[src/rtl/cpu_defs_pkg.sv]
// Shared pipeline-control definitions: register numbers, MD latencies,
// exception entry point and the per-source data-hazard test.
package cpu_defs_pkg;

    localparam logic [1:0]  TUSE_NEVER      = 2'd3;
    localparam logic [4:0]  EPC_REG         = 5'd14;
    localparam int          MULT_CYCLES_DEF = 5;
    localparam int          DIV_CYCLES_DEF  = 10;
    localparam int          CNT_W_DEF       = 4;
    localparam logic [31:0] EXC_ENTRY       = 32'h0000_4180;

    typedef enum logic {
        MD_IDLE = 1'b0,
        MD_BUSY = 1'b1
    } md_state_t;

    // A producer blocks a consumer when it writes the same non-zero register
    // and its result arrives later than the consumer needs it.
    function automatic logic src_hazard(
        input logic [4:0] src,
        input logic [1:0] tuse,
        input logic [4:0] dst,
        input logic       we,
        input logic [1:0] tnew
    );
        return (src != 5'd0) && we && (dst == src) && (tuse < tnew);
    endfunction

endpackage

[src/rtl/md_countdown.sv]
// Multiply/divide busy countdown: loaded when an MD op launches in E,
// then counts down to zero. md_busy follows the registered count.
module md_countdown
    import cpu_defs_pkg::*;
#(
    parameter int MULT_CYCLES = MULT_CYCLES_DEF,
    parameter int DIV_CYCLES  = DIV_CYCLES_DEF,
    parameter int CNT_W       = CNT_W_DEF
) (
    input  logic             clk,
    input  logic             reset,
    input  logic             md_start,
    input  logic             md_is_div,
    input  logic             exc_req,
    output logic             md_busy,
    output logic [CNT_W-1:0] md_cnt
);

    md_state_t        state, state_nx;
    logic [CNT_W-1:0] cnt_nx;
    logic [CNT_W-1:0] ld_val;

    assign ld_val  = md_is_div ? CNT_W'(DIV_CYCLES) : CNT_W'(MULT_CYCLES);
    assign md_busy = (md_cnt != '0);

    // State and count registers; synchronous reset clears any countdown.
    always_ff @(posedge clk) begin
        if (reset) begin
            state  <= MD_IDLE;
            md_cnt <= '0;
        end else begin
            state  <= state_nx;
            md_cnt <= cnt_nx;
        end
    end

    // Next state: a squashed launch (exc_req) never loads; an exception
    // arriving mid-count lets the already-issued HI/LO op finish.
    always_comb begin
        state_nx = state;
        cnt_nx   = md_cnt;
        case (state)
            MD_IDLE: begin
                if (md_start && !exc_req) begin
                    cnt_nx   = ld_val;
                    state_nx = (ld_val != '0) ? MD_BUSY : MD_IDLE;
                end
            end
            MD_BUSY: begin
                cnt_nx   = (md_cnt != '0) ? md_cnt - 1'b1 : '0;
                state_nx = (cnt_nx == '0) ? MD_IDLE : MD_BUSY;
            end
            default: begin
                state_nx = MD_IDLE;
                cnt_nx   = '0;
            end
        endcase
    end

endmodule

[src/rtl/pipe_hazard_ctrl.sv]
// Central stall/flush sequencer for the 5-stage pipeline. Combines data,
// MD-unit and eret/EPC hazards into one stall, with exception requests
// taking priority over every stall.
module pipe_hazard_ctrl
    import cpu_defs_pkg::*;
#(
    parameter int MULT_CYCLES = MULT_CYCLES_DEF,
    parameter int DIV_CYCLES  = DIV_CYCLES_DEF,
    parameter int CNT_W       = CNT_W_DEF
) (
    input  logic             clk,
    input  logic             reset,
    input  logic [4:0]       d_rs,
    input  logic [4:0]       d_rt,
    input  logic [1:0]       d_tuse_rs,
    input  logic [1:0]       d_tuse_rt,
    input  logic             d_is_md,
    input  logic             d_eret,
    input  logic [4:0]       e_regaddr,
    input  logic             e_regwrite,
    input  logic [1:0]       e_tnew,
    input  logic [4:0]       m_regaddr,
    input  logic             m_regwrite,
    input  logic [1:0]       m_tnew,
    input  logic             e_mtc0_epc,
    input  logic             m_mtc0_epc,
    input  logic             md_start,
    input  logic             md_is_div,
    input  logic             exc_req,
    output logic             stall_pc,
    output logic             stall_fd,
    output logic             flush_de,
    output logic             req_all,
    output logic             md_busy,
    output logic [CNT_W-1:0] md_cnt
);

    logic hz, md_hz, er_hz, stall;

    md_countdown #(
        .MULT_CYCLES (MULT_CYCLES),
        .DIV_CYCLES  (DIV_CYCLES),
        .CNT_W       (CNT_W)
    ) u_md (
        .clk       (clk),
        .reset     (reset),
        .md_start  (md_start),
        .md_is_div (md_is_div),
        .exc_req   (exc_req),
        .md_busy   (md_busy),
        .md_cnt    (md_cnt)
    );

    // Hazard terms and priority; all controls are forced low while in reset.
    always_comb begin
        hz    = src_hazard(d_rs, d_tuse_rs, e_regaddr, e_regwrite, e_tnew) |
                src_hazard(d_rs, d_tuse_rs, m_regaddr, m_regwrite, m_tnew) |
                src_hazard(d_rt, d_tuse_rt, e_regaddr, e_regwrite, e_tnew) |
                src_hazard(d_rt, d_tuse_rt, m_regaddr, m_regwrite, m_tnew);
        md_hz = d_is_md & (md_busy | md_start);
        er_hz = d_eret & (e_mtc0_epc | m_mtc0_epc);
        stall = hz | md_hz | er_hz;

        req_all  = exc_req & ~reset;
        stall_pc = stall & ~exc_req & ~reset;
        stall_fd = stall_pc;
        flush_de = stall_pc;
    end

endmodule

[config.mk]
export PLATFORM = sky130hd
export DESIGN_NAME = pipe_hazard_ctrl
export DESIGN_NICKNAME = d
export VERILOG_FILES = /design/src/rtl/cpu_defs_pkg.sv /design/src/rtl/md_countdown.sv /design/src/rtl/pipe_hazard_ctrl.sv
export SDC_FILE = /design/constraint.sdc
export NUM_CORES = 1
export LEC_CHECK = 0
export CORE_MARGIN = 4
export CORE_UTILIZATION = 39
export CTS_BUF_LIST = sky130_fd_sc_hd__clkbuf_4
export CTS_CLUSTER_DIAMETER = 40
export DETAILED_ROUTE_END_ITERATION = 10
export PLACE_DENSITY = 0.87
export SETUP_SLACK_MARGIN = 0.15
export SLEW_MARGIN = 20
export SYNTH_ARGS = -nofsm -noshare
export SYNTH_HDL_FRONTEND = slang
export SYNTH_SLANG_ARGS = --single-unit
[constraint.sdc]
create_clock -name clk -period 3.5 [get_ports clk]
set_clock_uncertainty 0.05 [all_clocks]
set_input_delay 0.35 -clock clk [delete_from_list [all_inputs] [get_ports clk]]
set_output_delay 0.35 -clock clk [all_outputs]
set_load 0.1 [all_outputs]
==> impl_metrics.json, run 1 <==
{
  "post_synth_num_cell_types": 28,
  "critical_path_class": "primary input to primary output",
  "detail_route.drc_violations": 0,
  "setup.worst_path.start_class": "primary input",
  "seq_area_frac_synth": 0.139,
  "cts.clk_slew.worst_paths_ns": 0.05,
  "finalSetupViolCount": 0,
  "critical_path_required_ns": 3.10,
  "timing.critical_path.fanout_max": 3,
  "intPower_uw": 197,
  "power.share.combinational": 0.574,
  "ys_ff_latch": 5,
  "cts_buffer_depth": 2,
  "vdd_ir_drop_max_mv": 0.191,
  "design_power_total_uw": 348,
  "hpwl_um": 2010,
  "floorplan.core_area_um2": 1730,
  "yosysTopAreaCell": "sky130_fd_sc_hd__xor2_1",
  "grt_overflow_total": 0,
  "timing_max_transition_violations_final": 0,
  "min_delay_path_depth": 2,
  "port_buffers": 47,
  "r2r-end": "u_md.md_cnt[2]",
  "layout.cell_area.non_filler_um2": 1290,
  "detail_route.vias_per_cell": 5.19,
  "most_common_cell_after_layout_fill_and_taps_aside": "sky130_fd_sc_hd__clkdlybuf4s50_1",
  "avgRoutedWirePerCell_um": 13.8,
  "clock_tree.htree_level_count": 1,
  "whs_ns": 0.463,
  "layout-area-overhead-vs-synth_pct": 79.4,
  "place_inst": 158,
  "gpl.final_weighted_congestion": 0.871,
  "hp-class": "flip-flop to flip-flop",
  "reg2reg_slack_ns": 2.34,
  "critical_path.max_stage_delay_ns": 0.46,
  "commonest_non_fill_non_tap_cells_in_the_layout": "sky130_fd_sc_hd__clkdlybuf4s50_1, sky130_fd_sc_hd__xor2_1, sky130_fd_sc_hd__nor2_1",
  "tritoncts_clock_tree": "built",
  "layout-drive-gt1-share": 0.124,
  "total_leakage_power_uw": 0.000488,
  "biggest_area_contributors_in_the_synthesized_netlist": "sky130_fd_sc_hd__xor2_1, sky130_fd_sc_hd__dfxtp_1, sky130_fd_sc_hd__ha_1",
  "grt_antenna_before_repair": 0,
  "run_status": "finished clean",
  "power_switching_share": 0.432,
  "via_count": 840,
  "wire_length_of_the_first_global_routing_pass_um": 3710,
  "yosys_warnings": 0,
  "power_switching_uw": 150,
  "net_count_final": 181,
  "max_cap_violations": 0,
  "antenna-diode-count": 0,
  "fmaxAchievable_mhz": 339,
  "cts_setup_buffers": 0,
  "reg_to_reg_critical_path_startpoint": "u_md.state",
  "die_w_um": 50.9,
  "root_buffer": "sky130_fd_sc_hd__clkbuf_4",
  "endpoint_kind": "primary output",
  "min-delay-start": "u_md.md_cnt[1]",
  "grt_setup_unrepaired": "no",
  "critPathSlowestCell": "sky130_fd_sc_hd__clkdlybuf4s50_1",
  "post_synth_instance_area_um2": 718,
  "clock-sinks": 5,
  "synth_top_area_share": 0.244,
  "grt.total_usage": 0.185,
  "min_period_over_period": 0.843,
  "timing.final.crit_period_ns": 2.95,
  "grt_start_max_net_pins": 12,
  "timing.critical_path.arrival_ns": 2.55,
  "max_slew_margin": 0.356,
  "antenna_nets_post_route": 0,
  "fin_setup_tns_ns": 0,
  "initial_utilization": 0.416,
  "netlist_instances": 89,
  "insertion_delay_ns": 0.25,
  "vias_in_the_first_global_route": 896,
  "postSynthAreaPerCell_um2": 8.07,
  "cts-buffers-inserted": 3,
  "overall_die_area_um2": 2590,
  "dr.first_iter.drc_count": 19,
  "hold_buffers": 0,
  "io_pins": 48,
  "placed_instance_area_um2": 1260,
  "power_per_standard_cell_area_nw_per_um2": 270,
  "synth_fp_nets": 132,
  "register_share_of_total_power": 0.197,
  "postCtsResizedCells": 0,
  "hold-path-endpoint": "u_md.md_cnt[1]",
  "cp_cell_instances": "clkdlybuf4s50_1 > inv_1 > ha_1 > or2b_1 > nor4_4 > a22oi_1 > o22a_1 > a311oi_4 > buf_12",
  "hold_violations": 0,
  "fp-row-count": 15,
  "die_height_um": 50.9,
  "ff2ff_path_depth": 3,
  "max_slew.worst_pin.slew_ns": 0.964,
  "layout.cells.non_filler": 162,
  "drt_pass1_iterations": 4,
  "routed_wire_length_um": 2230,
  "clockPowerShare": 0.229
}
-- cell type report --
cell class / count / area, um^2
Sequential cell: 5 / 105
Timing Repair Buffer: 47 / 498
Fill cell: 135 / 438
Clock buffer: 4 / 30.0
Tap cell: 25 / 31.3
Multi-Input combinational cell: 78 / 613
Inverter: 3 / 11.3
-- stage by stage --
stage	util	worst slack [ns]
finish	0.746	0.549
CTS	0.746	0.535
global route	0.746	0.427
floorplan	-	0.263
detailed placement	0.729	0.541
global placement	0.729	0.551
-- worst max-delay path by stage --
stage,start,end,slack [ns],cells after the start
after floorplan,u_md.md_cnt[1],stall_fd,0.26,5
after global placement,e_tnew[1],stall_pc,0.55,9
after detailed placement,m_tnew[1],stall_pc,0.54,9
after CTS,m_tnew[1],stall_pc,0.54,9
after global routing,m_tnew[1],stall_pc,0.43,9
final,m_tnew[1],flush_de,0.55,9
-- kinds of logic (layout without fill, tap and decap cells) --
family	Yosys count	count (layout)	synth area share
simple gates	32	32	0.291
compound gates	21	21	0.200
xor+xnor	20	20	0.244
buf+inv	6	54	0.0418
flops	5	5	0.139
fa+ha+maj	4	4	0.0697
mux	1	1	0.0139
-- critical path: cells and delay by family --
family,cells,cell delay [ns]
AOI/OAI and AO/OA,3,0.80
buffers and inverters,3,0.75
and+or+nand+nor,2,0.47
adders and majority gates,1,0.17
-- routing by layer --
metal  vias to the layer above  track usage  wire [um]
met5                         -            0          0
met4                         0       0.0493          4
li1                        416            -          -
met1                       375        0.195        865
met3                         2       0.0641        234
met2                        47        0.343       1130
-- power groups by stage --
stage	Clock, uW	Sequential [uW]	Combinational, uW
CTS	80.7	68.3	200
global route	86.4	69.3	211
detailed placement	0	69.5	200
global placement	0	69.3	196
finish	79.6	68.6	199
floorplan	0	89.0	95.2
-- cells in the mapped netlist --
master,instances
sky130_fd_sc_hd__nor4_2,2
sky130_fd_sc_hd__o22a_1,1
sky130_fd_sc_hd__nor3_1,2
sky130_fd_sc_hd__nor2_1,9
sky130_fd_sc_hd__a21boi_0,1
sky130_fd_sc_hd__inv_1,3
sky130_fd_sc_hd__nor4_1,1
sky130_fd_sc_hd__or4_1,2
sky130_fd_sc_hd__a31oi_1,1
sky130_fd_sc_hd__nand2_1,2
sky130_fd_sc_hd__a21oi_1,3
sky130_fd_sc_hd__a22oi_1,3
sky130_fd_sc_hd__xor2_1,20
sky130_fd_sc_hd__ha_1,4
sky130_fd_sc_hd__nor4_4,1
sky130_fd_sc_hd__a211oi_1,4
sky130_fd_sc_hd__nand3b_1,1
sky130_fd_sc_hd__o21a_1,1
sky130_fd_sc_hd__nor2b_1,3
sky130_fd_sc_hd__dfxtp_1,5
sky130_fd_sc_hd__buf_4,2
sky130_fd_sc_hd__nand2b_1,3
sky130_fd_sc_hd__a221oi_1,1
sky130_fd_sc_hd__or2b_1,6
sky130_fd_sc_hd__a311oi_1,2
sky130_fd_sc_hd__mux2i_1,1
sky130_fd_sc_hd__o21ai_0,4
sky130_fd_sc_hd__clkbuf_1,1
-- sequential cells by signal (all words and copies together) (netlist names) --
signal	flops
u_md.md_cnt	4
u_md.state	1
No activity file was read; power rests on OpenSTA's default activity.
==> run 2: changes to the inputs <==
Settings changed: CORE_UTILIZATION 39 to 33, PLACE_DENSITY 0.87 to 0.78.
Clock period 3.5 ns to 2.6 ns, I/O delays scaled along.
==> run 2 against run 1 <==
Via count fell by 1.3%. Die area rose by 15%. Register-to-register slack got worse by 0.83 ns. First-iteration DRC count fell by 63%. Cell count rose by 1.9%. Count of clock-buffer cells in the layout did not move. Wire length rose by 8.8%. Setup slack got worse by 0.33 ns. Global-route usage fell by 0.33 points. Critical path depth rose by 1. Non-clock buffer count rose by 1. Critical path type unchanged. Largest cell class unchanged. Highest routed layer unchanged.
==> impl_metrics.json, run 2 (synthesized netlist as in run 1, its figures left out) <==
{
  "timing.critical_path.fanout_max": 3,
  "commonest_non_fill_non_tap_cells_in_the_layout": "sky130_fd_sc_hd__xor2_1, sky130_fd_sc_hd__dlygate4sd2_1, sky130_fd_sc_hd__clkdlybuf4s50_1",
  "layout-drive-gt1-share": 0.297,
  "insertion_delay_ns": 0.26,
  "critical_path_required_ns": 2.29,
  "endpoint_kind": "primary output",
  "fmaxAchievable_mhz": 419,
  "ff2ff_path_depth": 3,
  "setup.worst_path.start_class": "primary input",
  "whs_ns": 0.470,
  "timing.final.crit_period_ns": 2.38,
  "critical_path_class": "primary input to primary output",
  "regMostFlops": "u_md.md_cnt",
  "dr.first_iter.drc_count": 7,
  "io_pins": 48,
  "place_ws_ns": -0.236,
  "min_delay_path_depth": 2,
  "clock_tree.htree_level_count": 1,
  "grt_start_max_net_pins": 12,
  "tritoncts_clock_tree": "built",
  "detail_route.vias_per_cell": 5.02,
  "total_leakage_power_uw": 0.000606,
  "hold_buffers": 0,
  "largest_reg_flops": 4,
  "timing.critical_path.arrival_ns": 2.07,
  "fp-row-count": 16,
  "finalSetupViolCount": 0,
  "grt_antenna_before_repair": 0,
  "drt_pass1_iterations": 4,
  "critPathSlowestCell": "sky130_fd_sc_hd__nor4_2",
  "die_w_um": 54.7,
  "crit_family": "compound AO/OA/AOI/OAI gates",
  "r2r-end": "u_md.md_cnt[1]",
  "timing_max_transition_violations_final": 0,
  "floorplan.core_area_um2": 2020,
  "min_period_over_period": 0.917,
  "biggestRegsByFlops": "u_md.md_cnt: 4 flops, u_md.state: 1 flops",
  "most_common_cell_after_layout_fill_and_taps_aside": "sky130_fd_sc_hd__xor2_1",
  "net_count_final": 182,
  "setup_ws_ns": 0.216,
  "initial_utilization": 0.355,
  "reg_to_reg_critical_path_startpoint": "u_md.md_cnt[1]",
  "worstPathBufferInverterCount": 4,
  "hold-path-endpoint": "u_md.md_cnt[1]",
  "antenna_nets_post_route": 0,
  "cts-buffers-inserted": 3,
  "root_buffer": "sky130_fd_sc_hd__clkbuf_4",
  "grt.total_usage": 0.182,
  "die_height_um": 54.7,
  "max_slew.worst_pin.slew_ns": 0.367,
  "antenna-diode-count": 0,
  "design_power_total_uw": 470,
  "avgRoutedWirePerCell_um": 14.7,
  "cp_cell_instances": "buf_6 > inv_12 > ha_2 > or2b_1 > nor4_2 > a22oi_1 > o22a_1 > a311oi_4 > buf_6 > buf_12",
  "routed_wire_length_um": 2430,
  "cts.clk_slew.worst_paths_ns": 0.05,
  "vias_in_the_first_global_route": 799,
  "cp_common_cell": "sky130_fd_sc_hd__buf_6",
  "port_buffers": 47,
  "reg2reg_slack_ns": 1.51,
  "overall_die_area_um2": 2990,
  "max_cap_violations": 0,
  "clock-sinks": 5,
  "critical_path.max_stage_delay_ns": 0.32,
  "via_count": 829,
  "hp-class": "flip-flop to flip-flop",
  "layout-area-overhead-vs-synth_pct": 90.9,
  "max_slew_margin": 0.755,
  "run_status": "finished clean",
  "min-delay-start": "u_md.md_cnt[1]",
  "grt_overflow_total": 0,
  "gpl.final_weighted_congestion": 0.854,
  "power_per_standard_cell_area_nw_per_um2": 343,
  "hpwl_um": 2120,
  "detail_route.drc_violations": 0,
  "grt_setup_unrepaired": "no",
  "hold_violations": 0,
  "vdd_ir_drop_max_mv": 0.305,
  "cts_buffer_depth": 2,
  "wire_length_of_the_first_global_routing_pass_um": 3800
}
-- run 2: power breakdown --
part	total (uW)	leakage [uW]	internal, uW	switching (uW)
clock	106	0.0000184	68.8	36.8
combinational	273	0.000544	109	165
sequential	91.1	0.0000439	81.4	9.71
-- run 2: tightest hold or removal path, stage by stage (launching register included) --
cell and delay [ns]:
sky130_fd_sc_hd__dfxtp_4 0.36, sky130_fd_sc_hd__nand2_1 0.06, sky130_fd_sc_hd__a221oi_1 0.06
-- run 2: final cells by class --
class,instances,area (um^2)
Multi-Input combinational cell,78,681
Fill cell,179,651
Timing Repair Buffer,48,483
Sequential cell,5,115
Tap cell,27,33.8
Clock buffer,4,30.0
Inverter,3,28.8
-- run 2: worst max-delay path by stage --
stage	depth (start not counted)	startpoint	to	slack, ns
finish	10	e_tnew[1]	flush_de	0.22
global route	10	e_tnew[1]	stall_pc	0.16
CTS	8	m_regaddr[1]	flush_de	0.15
detailed placement	10	e_tnew[1]	flush_de	-0.24
global placement	10	e_tnew[1]	flush_de	-0.14
floorplan	8	e_tnew[1]	stall_fd	-0.18
-- run 2: timing repair --
item / CTS / global route
setup endpoints to repair: 3 / 3
cloned: 0 / 0
pin swaps: 9 / 10
setup buffers: 0 / 0
resized for setup: 35 / 14
-- run 2: stage by stage --
stage | util | setup TNS, ns | instance area [um^2] | cells
6_report | 0.678 | 0 | 1370 | 165
5_1_grt | 0.678 | 0 | 1370 | 165
2_1_floorplan | - | -0.355 | 840 | 89
3_5_place_dp | 0.654 | -0.706 | 1320 | 161
3_3_place_gp | 0.654 | -0.408 | 1320 | 161
4_1_cts | 0.668 | 0 | 1350 | 165
-- run 2: metal layers --
layer	routed length, um	part of all wire	vias to the layer above	track usage
met5	0	0	-	0
met4	18	0.0074	0	0.0622
met3	143	0.059	2	0.0381
met2	1200	0.49	26	0.293
met1	1070	0.44	383	0.236
li1	-	-	418	-
==> run 3: changes to the inputs <==
Settings changed: SLEW_MARGIN 20 to unset.
==> results of run 3 <==
Final layout, timing and power as in run 2 (identical DEF).
